**config.mk**
```make
export PLATFORM = sky130hd
export DESIGN_NAME = mem_request_queue_flat
export DESIGN_NICKNAME = d
export VERILOG_FILES = /design/src/rtl/mem_request_queue_if.sv /design/src/rtl/mem_request_queue.sv /design/src/flat_wrapper.sv
export SDC_FILE = /design/constraint.sdc
export NUM_CORES = 1
export LEC_CHECK = 0
export CAP_MARGIN = 10
export CORE_AREA = 3 3 335 337
export CTS_BUF_LIST = sky130_fd_sc_hd__clkbuf_8
export CTS_CLUSTER_SIZE = 30
export DETAILED_ROUTE_END_ITERATION = 10
export DIE_AREA = 0 0 338 340
export DONT_BUFFER_PORTS = 1
export GPL_TIMING_DRIVEN = 0
export SYNTH_ARGS = -nofsm -noshare
export SYNTH_HDL_FRONTEND = slang
export SYNTH_SLANG_ARGS = --single-unit
```
**constraint.sdc**
```tcl
create_clock -name clk -period 12.05 [get_ports clk]
set_input_delay 1.205 -clock clk [delete_from_list [all_inputs] [get_ports clk]]
set_output_delay 1.205 -clock clk [all_outputs]
set_load 0.05 [all_outputs]
```
**src/rtl/mem_request_queue_if.sv**
```systemverilog
// Signal bundle between EX/MEM, the MEM-stage request queue and the data aligner.
// slave = queue view; master = upstream stage plus aligner side.
interface mem_request_queue_if #(
  parameter int DEPTH  = 4,
  parameter int ADDR_W = 32,
  parameter int SCL_W  = 16,
  parameter int VEC_W  = 256
);
  localparam int CNT_W = $clog2(DEPTH) + 1;

  logic              req_valid;
  logic              req_ready;
  logic              req_memtoReg;
  logic              req_memWrite;
  logic              req_memSrc;
  logic [ADDR_W-1:0] req_address;
  logic [SCL_W-1:0]  req_scalarData;
  logic [VEC_W-1:0]  req_vectorData;
  logic              flush;

  logic              memtoRegM;
  logic              memWriteM;
  logic              memSrcM;
  logic [ADDR_W-1:0] address;
  logic [SCL_W-1:0]  scalarDataIn;
  logic [VEC_W-1:0]  vectorDataIn;
  logic              busy;
  logic              ld_done;
  logic              st_done;

  logic [CNT_W-1:0]  count;
  logic              empty;
  logic              full;

  modport master (
    output req_valid, req_memtoReg, req_memWrite, req_memSrc, req_address,
           req_scalarData, req_vectorData, flush, busy,
    input  req_ready, memtoRegM, memWriteM, memSrcM, address, scalarDataIn,
           vectorDataIn, ld_done, st_done, count, empty, full
  );

  modport slave (
    input  req_valid, req_memtoReg, req_memWrite, req_memSrc, req_address,
           req_scalarData, req_vectorData, flush, busy,
    output req_ready, memtoRegM, memWriteM, memSrcM, address, scalarDataIn,
           vectorDataIn, ld_done, st_done, count, empty, full
  );
endinterface

```
**src/rtl/mem_request_queue.sv**
```systemverilog
// MEM-stage request FIFO feeding the data aligner one load/store at a time.
// Optional MRQ_BYPASS_EN: empty-queue requests reach the aligner in the same cycle.
//
// state | meaning
// IDLE  | queue empty, nothing presented to the aligner
// ISSUE | head entry presented, waiting for busy=0
// DRAIN | flushed while busy; only the head remains, pushes blocked
module mem_request_queue #(
  parameter int DEPTH  = 4,
  parameter int ADDR_W = 32,
  parameter int SCL_W  = 16,
  parameter int VEC_W  = 256
) (
  input logic                clk,
  input logic                reset,
  mem_request_queue_if.slave bus
);
  localparam int PTR_W = $clog2(DEPTH);
  localparam int CNT_W = PTR_W + 1;

  typedef enum logic [1:0] {IDLE, ISSUE, DRAIN} state_e;

  typedef struct packed {
    logic              is_st;
    logic              src;
    logic [ADDR_W-1:0] addr;
    logic [SCL_W-1:0]  sdata;
    logic [VEC_W-1:0]  vdata;
  } entry_t;

  entry_t           mem_q [DEPTH];
  entry_t           req_ent;
  entry_t           head;
  state_e           state_q, state_d;
  logic [PTR_W-1:0] wr_ptr_q, wr_ptr_d;
  logic [PTR_W-1:0] rd_ptr_q, rd_ptr_d;
  logic [CNT_W-1:0] count_q, count_d;
  logic             full;
  logic             req_ready;
  logic             accept;
  logic             byp;
  logic             present;
  logic             complete;
  logic             pop;
  logic             push;
  logic             wr_en;

  assign full      = (count_q == CNT_W'(DEPTH));
  assign req_ready = reset & ~full & (state_q != DRAIN);
  // Requests that are neither load nor store are acknowledged but never stored.
  assign accept    = bus.req_valid & req_ready & (bus.req_memtoReg | bus.req_memWrite);

  assign req_ent.is_st = bus.req_memWrite;
  assign req_ent.src   = bus.req_memSrc;
  assign req_ent.addr  = bus.req_address;
  assign req_ent.sdata = bus.req_scalarData;
  assign req_ent.vdata = bus.req_vectorData;

`ifdef MRQ_BYPASS_EN
  assign byp = (state_q == IDLE) & accept & ~bus.flush;
`else
  assign byp = 1'b0;
`endif

  assign head     = byp ? req_ent : mem_q[rd_ptr_q];
  assign present  = (state_q != IDLE) | byp;
  assign complete = present & ~bus.busy;
  assign pop      = complete & ~byp;
  // A bypassed request that completes at once is never written to storage.
  assign push     = accept & ~bus.flush & ~(byp & complete);

  always_comb begin
    state_d  = state_q;
    count_d  = count_q;
    wr_ptr_d = wr_ptr_q;
    rd_ptr_d = rd_ptr_q;
    wr_en    = 1'b0;
    if (bus.flush && (state_q == IDLE || complete)) begin
      state_d  = IDLE;
      count_d  = '0;
      wr_ptr_d = '0;
      rd_ptr_d = '0;
    end else if (bus.flush) begin
      // Head is in flight: keep it, drop everything behind it.
      state_d  = DRAIN;
      count_d  = CNT_W'(1);
      wr_ptr_d = rd_ptr_q + PTR_W'(1);
    end else begin
      if (push) begin
        wr_en    = 1'b1;
        wr_ptr_d = wr_ptr_q + PTR_W'(1);
      end
      if (pop) rd_ptr_d = rd_ptr_q + PTR_W'(1);
      count_d = count_q + CNT_W'(push) - CNT_W'(pop);
      case (state_q)
        IDLE, ISSUE: state_d = (count_d != '0) ? ISSUE : IDLE;
        DRAIN:       state_d = complete ? IDLE : DRAIN;
        default:     state_d = IDLE;
      endcase
    end
  end

  always_ff @(posedge clk or negedge reset) begin
    if (!reset) begin
      state_q  <= IDLE;
      count_q  <= '0;
      wr_ptr_q <= '0;
      rd_ptr_q <= '0;
    end else begin
      state_q  <= state_d;
      count_q  <= count_d;
      wr_ptr_q <= wr_ptr_d;
      rd_ptr_q <= rd_ptr_d;
    end
  end

  always_ff @(posedge clk) begin
    if (wr_en) mem_q[wr_ptr_q] <= req_ent;
  end

  assign bus.req_ready    = req_ready;
  assign bus.memtoRegM    = present & ~head.is_st;
  assign bus.memWriteM    = present & head.is_st;
  assign bus.memSrcM      = present & head.src;
  assign bus.address      = present ? head.addr  : '0;
  assign bus.scalarDataIn = present ? head.sdata : '0;
  assign bus.vectorDataIn = present ? head.vdata : '0;
  assign bus.ld_done      = complete & ~head.is_st;
  assign bus.st_done      = complete & head.is_st;
  assign bus.count        = count_q;
  assign bus.empty        = (count_q == '0);
  assign bus.full         = full;
endmodule
```
**src/flat_wrapper.sv**
```systemverilog
// flat-port wrapper written by rule: the top's interface ports become plain ports
module mem_request_queue_flat 
#(
  parameter int DEPTH  = 4,
  parameter int ADDR_W = 32,
  parameter int SCL_W  = 16,
  parameter int VEC_W  = 256
)
  (clk, reset, bus_req_valid, bus_req_memtoReg, bus_req_memWrite, bus_req_memSrc, bus_req_address, bus_req_scalarData, bus_req_vectorData, bus_flush, bus_busy, bus_req_ready, bus_memtoRegM, bus_memWriteM, bus_memSrcM, bus_address, bus_scalarDataIn, bus_vectorDataIn, bus_ld_done, bus_st_done, bus_count, bus_empty, bus_full);
  mem_request_queue_if #(.DEPTH(DEPTH), .ADDR_W(ADDR_W), .SCL_W(SCL_W), .VEC_W(VEC_W)) bus_i ();
  input logic clk;
  input logic reset;
  input wire logic [$bits(bus_i.req_valid)-1:0] bus_req_valid;
  input wire logic [$bits(bus_i.req_memtoReg)-1:0] bus_req_memtoReg;
  input wire logic [$bits(bus_i.req_memWrite)-1:0] bus_req_memWrite;
  input wire logic [$bits(bus_i.req_memSrc)-1:0] bus_req_memSrc;
  input wire logic [$bits(bus_i.req_address)-1:0] bus_req_address;
  input wire logic [$bits(bus_i.req_scalarData)-1:0] bus_req_scalarData;
  input wire logic [$bits(bus_i.req_vectorData)-1:0] bus_req_vectorData;
  input wire logic [$bits(bus_i.flush)-1:0] bus_flush;
  input wire logic [$bits(bus_i.busy)-1:0] bus_busy;
  output wire logic [$bits(bus_i.req_ready)-1:0] bus_req_ready;
  output wire logic [$bits(bus_i.memtoRegM)-1:0] bus_memtoRegM;
  output wire logic [$bits(bus_i.memWriteM)-1:0] bus_memWriteM;
  output wire logic [$bits(bus_i.memSrcM)-1:0] bus_memSrcM;
  output wire logic [$bits(bus_i.address)-1:0] bus_address;
  output wire logic [$bits(bus_i.scalarDataIn)-1:0] bus_scalarDataIn;
  output wire logic [$bits(bus_i.vectorDataIn)-1:0] bus_vectorDataIn;
  output wire logic [$bits(bus_i.ld_done)-1:0] bus_ld_done;
  output wire logic [$bits(bus_i.st_done)-1:0] bus_st_done;
  output wire logic [$bits(bus_i.count)-1:0] bus_count;
  output wire logic [$bits(bus_i.empty)-1:0] bus_empty;
  output wire logic [$bits(bus_i.full)-1:0] bus_full;
  assign bus_i.req_valid = bus_req_valid;
  assign bus_i.req_memtoReg = bus_req_memtoReg;
  assign bus_i.req_memWrite = bus_req_memWrite;
  assign bus_i.req_memSrc = bus_req_memSrc;
  assign bus_i.req_address = bus_req_address;
  assign bus_i.req_scalarData = bus_req_scalarData;
  assign bus_i.req_vectorData = bus_req_vectorData;
  assign bus_i.flush = bus_flush;
  assign bus_i.busy = bus_busy;
  assign bus_req_ready = bus_i.req_ready;
  assign bus_memtoRegM = bus_i.memtoRegM;
  assign bus_memWriteM = bus_i.memWriteM;
  assign bus_memSrcM = bus_i.memSrcM;
  assign bus_address = bus_i.address;
  assign bus_scalarDataIn = bus_i.scalarDataIn;
  assign bus_vectorDataIn = bus_i.vectorDataIn;
  assign bus_ld_done = bus_i.ld_done;
  assign bus_st_done = bus_i.st_done;
  assign bus_count = bus_i.count;
  assign bus_empty = bus_i.empty;
  assign bus_full = bus_i.full;
  mem_request_queue #(.DEPTH(DEPTH), .ADDR_W(ADDR_W), .SCL_W(SCL_W), .VEC_W(VEC_W)) u_core (.clk(clk), .reset(reset), .bus(bus_i));
endmodule
```
==> results.cfg <==
[global_route]
grt_max_degree = 57
grt_util_all_layers_pct = 17.93
grt_pass1_wl_um = 149500
globalRouteOverflowTotal = 0
grt_pass1_vias = 22150
antenna_found_initial = 4

[timing]
timing.final.crit_share_pct = 41.62
clock.fmax_ghz = 0.1994
slew_headroom_pct = 25.30
rsz0062_at_grt = no
whs_ns = 0.4534
setup_viol = 0
tightest_slew_ns = 1.120
fin_crit_ns = 5.015
hold_violations = 0
skew_ns = 0.03832
slew_viol_final = 0

[critical_path]
cp_cell_sequence = or2_2 -> buf_2 -> clkbuf_1 -> clkbuf_1 -> and2_1
crit_fanout = 10
worst-setup-path-type = reg2out
reg2reg_to = u_core.mem_q[3][168]$_DFFE_PP_
crit_top_cell = clkbuf_1
cp-endpoint = bus_vectorDataIn[242]
r2r_start = u_core.bus.count[1]$_DFF_PN0_
crit_start = u_core.state_q[1]$_DFF_PN0_
crit_cells = 5
cp_slowest_cell = clkbuf_1
crit_path_end_kind = output port
setup.worst_path.start_class = flip-flop
critPathRequiredTime_ns = 10.85
path_delay_family = buffers and inverters
cp.arrival_ns = 3.81
max_stage_delay_ns = 0.82
crit_buf_inv = 3
r2r_slack_ns = 8.08
rr_worst_depth = 7

[placement]
gp_congestion = 0.7626
dp_hpwl_um = 68560
portBuffers = 0
dp_cells = 3507

[detailed_routing]
drtIter0Drc = 1221
drc = 0
vias = 20340
dr.pass1.iters = 5
drt_wl_total_um = 102800
wire_per_inst_um = 26.53
vias_per_cell = 5.250
antenna_left = 0

[floorplanning]
pin_count = 627
die_w_um = 338
rows = 121
core-area_um2 = 109200
initial_core_util_pct = 43.12
fp.dieH_um = 340
die_area_um2 = 114900

[finish]
fin_util_pct = 48.71
layout-drive-gt1-share_pct = 26.95
nFillCells = 8769
syn_to_final_growth_pct = 12.98
fin_cells = 3874
nNetsFinal = 2550

[logic_synthesis]
postSynthAreaPerCell_um2 = 23.49
syn_inst = 2004
async_flop_share_pct = 0.7299
synth_warnings = 0
seq_area_frac_synth_pct = 78.57
synth_nets = 2323
ys_dominant_reg_cell = edfxtp_1
syn-cell-area_um2 = 47070
synthTopCellsByArea = edfxtp_1, mux4_2, and2_1, buf_12, dfrtp_1
yosysTopAreaCellShare_pct = 78.09
synth-edff-count = 1224
ys_ff_latch = 1233
yosys.area.top_type = edfxtp_1
yosysUniqueCellTypes = 35

[clocking]
cts_max_level = 4
clock-sinks = 1233
clk_latency_ns = 0.83
hold_buffers = 1
cts_setup_buffers = 0
cts_resized = 0
cts.clk_slew.worst_paths_ns = 0.06
cts_tree = yes
cts_buffer_depth = 3
cts_root_buffer = clkbuf_8
numCtsBuffers = 197

[min_path]
min_path_type = in2reg

[run]
max_cap_viol_count = 0

[power_and_ir_drop]
peakVddDrop_v = 0.0001611
p_leak_nw = 16.60
p_per_area_nw_per_um2 = 217.4

[status]
outcome = finished clean
-- flip-flops by register name, indices dropped and copies added, names as in the netlist --
signal / count
u_core.bus.count: 3
u_core.mem_q: 1224
u_core.rd_ptr_q: 2
u_core.state_q: 2
u_core.wr_ptr_q: 2
-- worst min path at each step --
| stage | from | endpoint | slack [ns] | cells after the start |
|---|---|---|---|---|
| after floorplan | u_core.state_q[1]$_DFF_PN0_ | u_core.state_q[0]$_DFF_PN0_ | 0.44 | 1 |
| after global placement | u_core.state_q[1]$_DFF_PN0_ | u_core.state_q[0]$_DFF_PN0_ | 0.46 | 1 |
| after detailed placement | u_core.state_q[1]$_DFF_PN0_ | u_core.state_q[0]$_DFF_PN0_ | 0.47 | 1 |
| after CTS | bus_req_vectorData[116] | u_core.mem_q[0][116]$_DFFE_PP_ | 0.34 | 0 |
| after global routing | bus_req_scalarData[10] | u_core.mem_q[0][266]$_DFFE_PP_ | 0.35 | 0 |
| final | bus_req_vectorData[47] | u_core.mem_q[2][47]$_DFFE_PP_ | 0.45 | 0 |
-- power breakdown --
| group | switching, W | leakage, nW | total [W] | internal [W] |
|---|---|---|---|---|
| Combinational | 0.00251 | 3.39 | 0.00345 | 0.000935 |
| Clock | 0.00157 | 2.07 | 0.00321 | 0.00164 |
| Sequential | 0.0000485 | 11.2 | 0.00490 | 0.00485 |
-- cell usage after synthesis (2+ instances only) --
cell	count
ha_1	6
edfxtp_1	1224
buf_12	22
nor3_1	2
buf_4	2
buf_8	9
and2_1	311
mux4_2	306
clkbuf_1	37
buf_2	32
o21a_1	2
inv_1	7
nand2_1	4
o21ai_0	3
xnor2_1	3
dfrtp_1	9
nor2_1	7
-- metal layers --
layer  wire length (um)  global-route usage (%)  share of wire (%)
met5                  0                       0                  0
met1              36050                   19.79                 35
met4               3443                   7.156                3.3
met3              10900                   8.290                 11
met2              52390                   30.02                 51
-- worst reg2reg max path: cells and delay by family, from the launching register on --
kind          cells  cell delay [ns]
simple gates      4             1.74
buf+inv           3             1.01
flops             1             0.77
-- cell families after synthesis --
group           count (synthesis)  share of synthesized area (%)
simple gates                  331                          4.349
flops                        1233                          78.57
xor+xnor                        4                        0.07445
compound gates                 11                         0.1595
fa+ha+maj                       7                         0.2020
buf+inv                       111                          1.978
mux                           307                          14.66
-- metrics by stage --
stage | area, um^2 | worst slack (ns) | power [W] | setup TNS, ns
3_3_place_gp | 48910 | -3.334 | 0.008543 | -3983.26
3_5_place_dp | 49580 | 7.821 | 0.008507 | 0
2_1_floorplan | 47070 | 2.668 | 0.007898 | 0
5_1_grt | 53170 | 6.806 | 0.01206 | 0
4_1_cts | 53160 | 6.890 | 0.01174 | 0
6_report | 53170 | 7.035 | 0.01156 | 0
-- cell usage in the layout, fill, tap and decap left out, drive strengths merged, types with 2 or more instances in the layout --
| cell type | Yosys | layout |
|---|---|---|
| edfxtp | 1224 | 1224 |
| and2 | 311 | 311 |
| mux4 | 306 | 306 |
| clkbuf | 37 | 239 |
| buf | 67 | 94 |
| clkinv | 0 | 80 |
| inv | 7 | 76 |
| dfrtp | 9 | 9 |
| nor2 | 7 | 7 |
| ha | 6 | 6 |
| clkinvlp | 0 | 6 |
| diode | 0 | 5 |
| nand2 | 4 | 4 |
| bufinv | 0 | 4 |
| xnor2 | 3 | 3 |
| o21ai | 3 | 3 |
| o21a | 2 | 2 |
| nor3 | 2 | 2 |
-- layout make-up --
class	count	area (um^2)	area share [%]
clock inverters	159	789.5	1.485
plain buffers	104	904.6	1.701
diodes	5	12.51	0.02353
clock buffers	202	2780	5.228
inverters	7	26.28	0.04941
flip-flops and latches	1233	36980	69.55
repair buffers	28	670.6	1.261
well taps	1476	1847	3.473
multi-input cells	660	9164	17.23
Power figures use the tool's default switching activity.
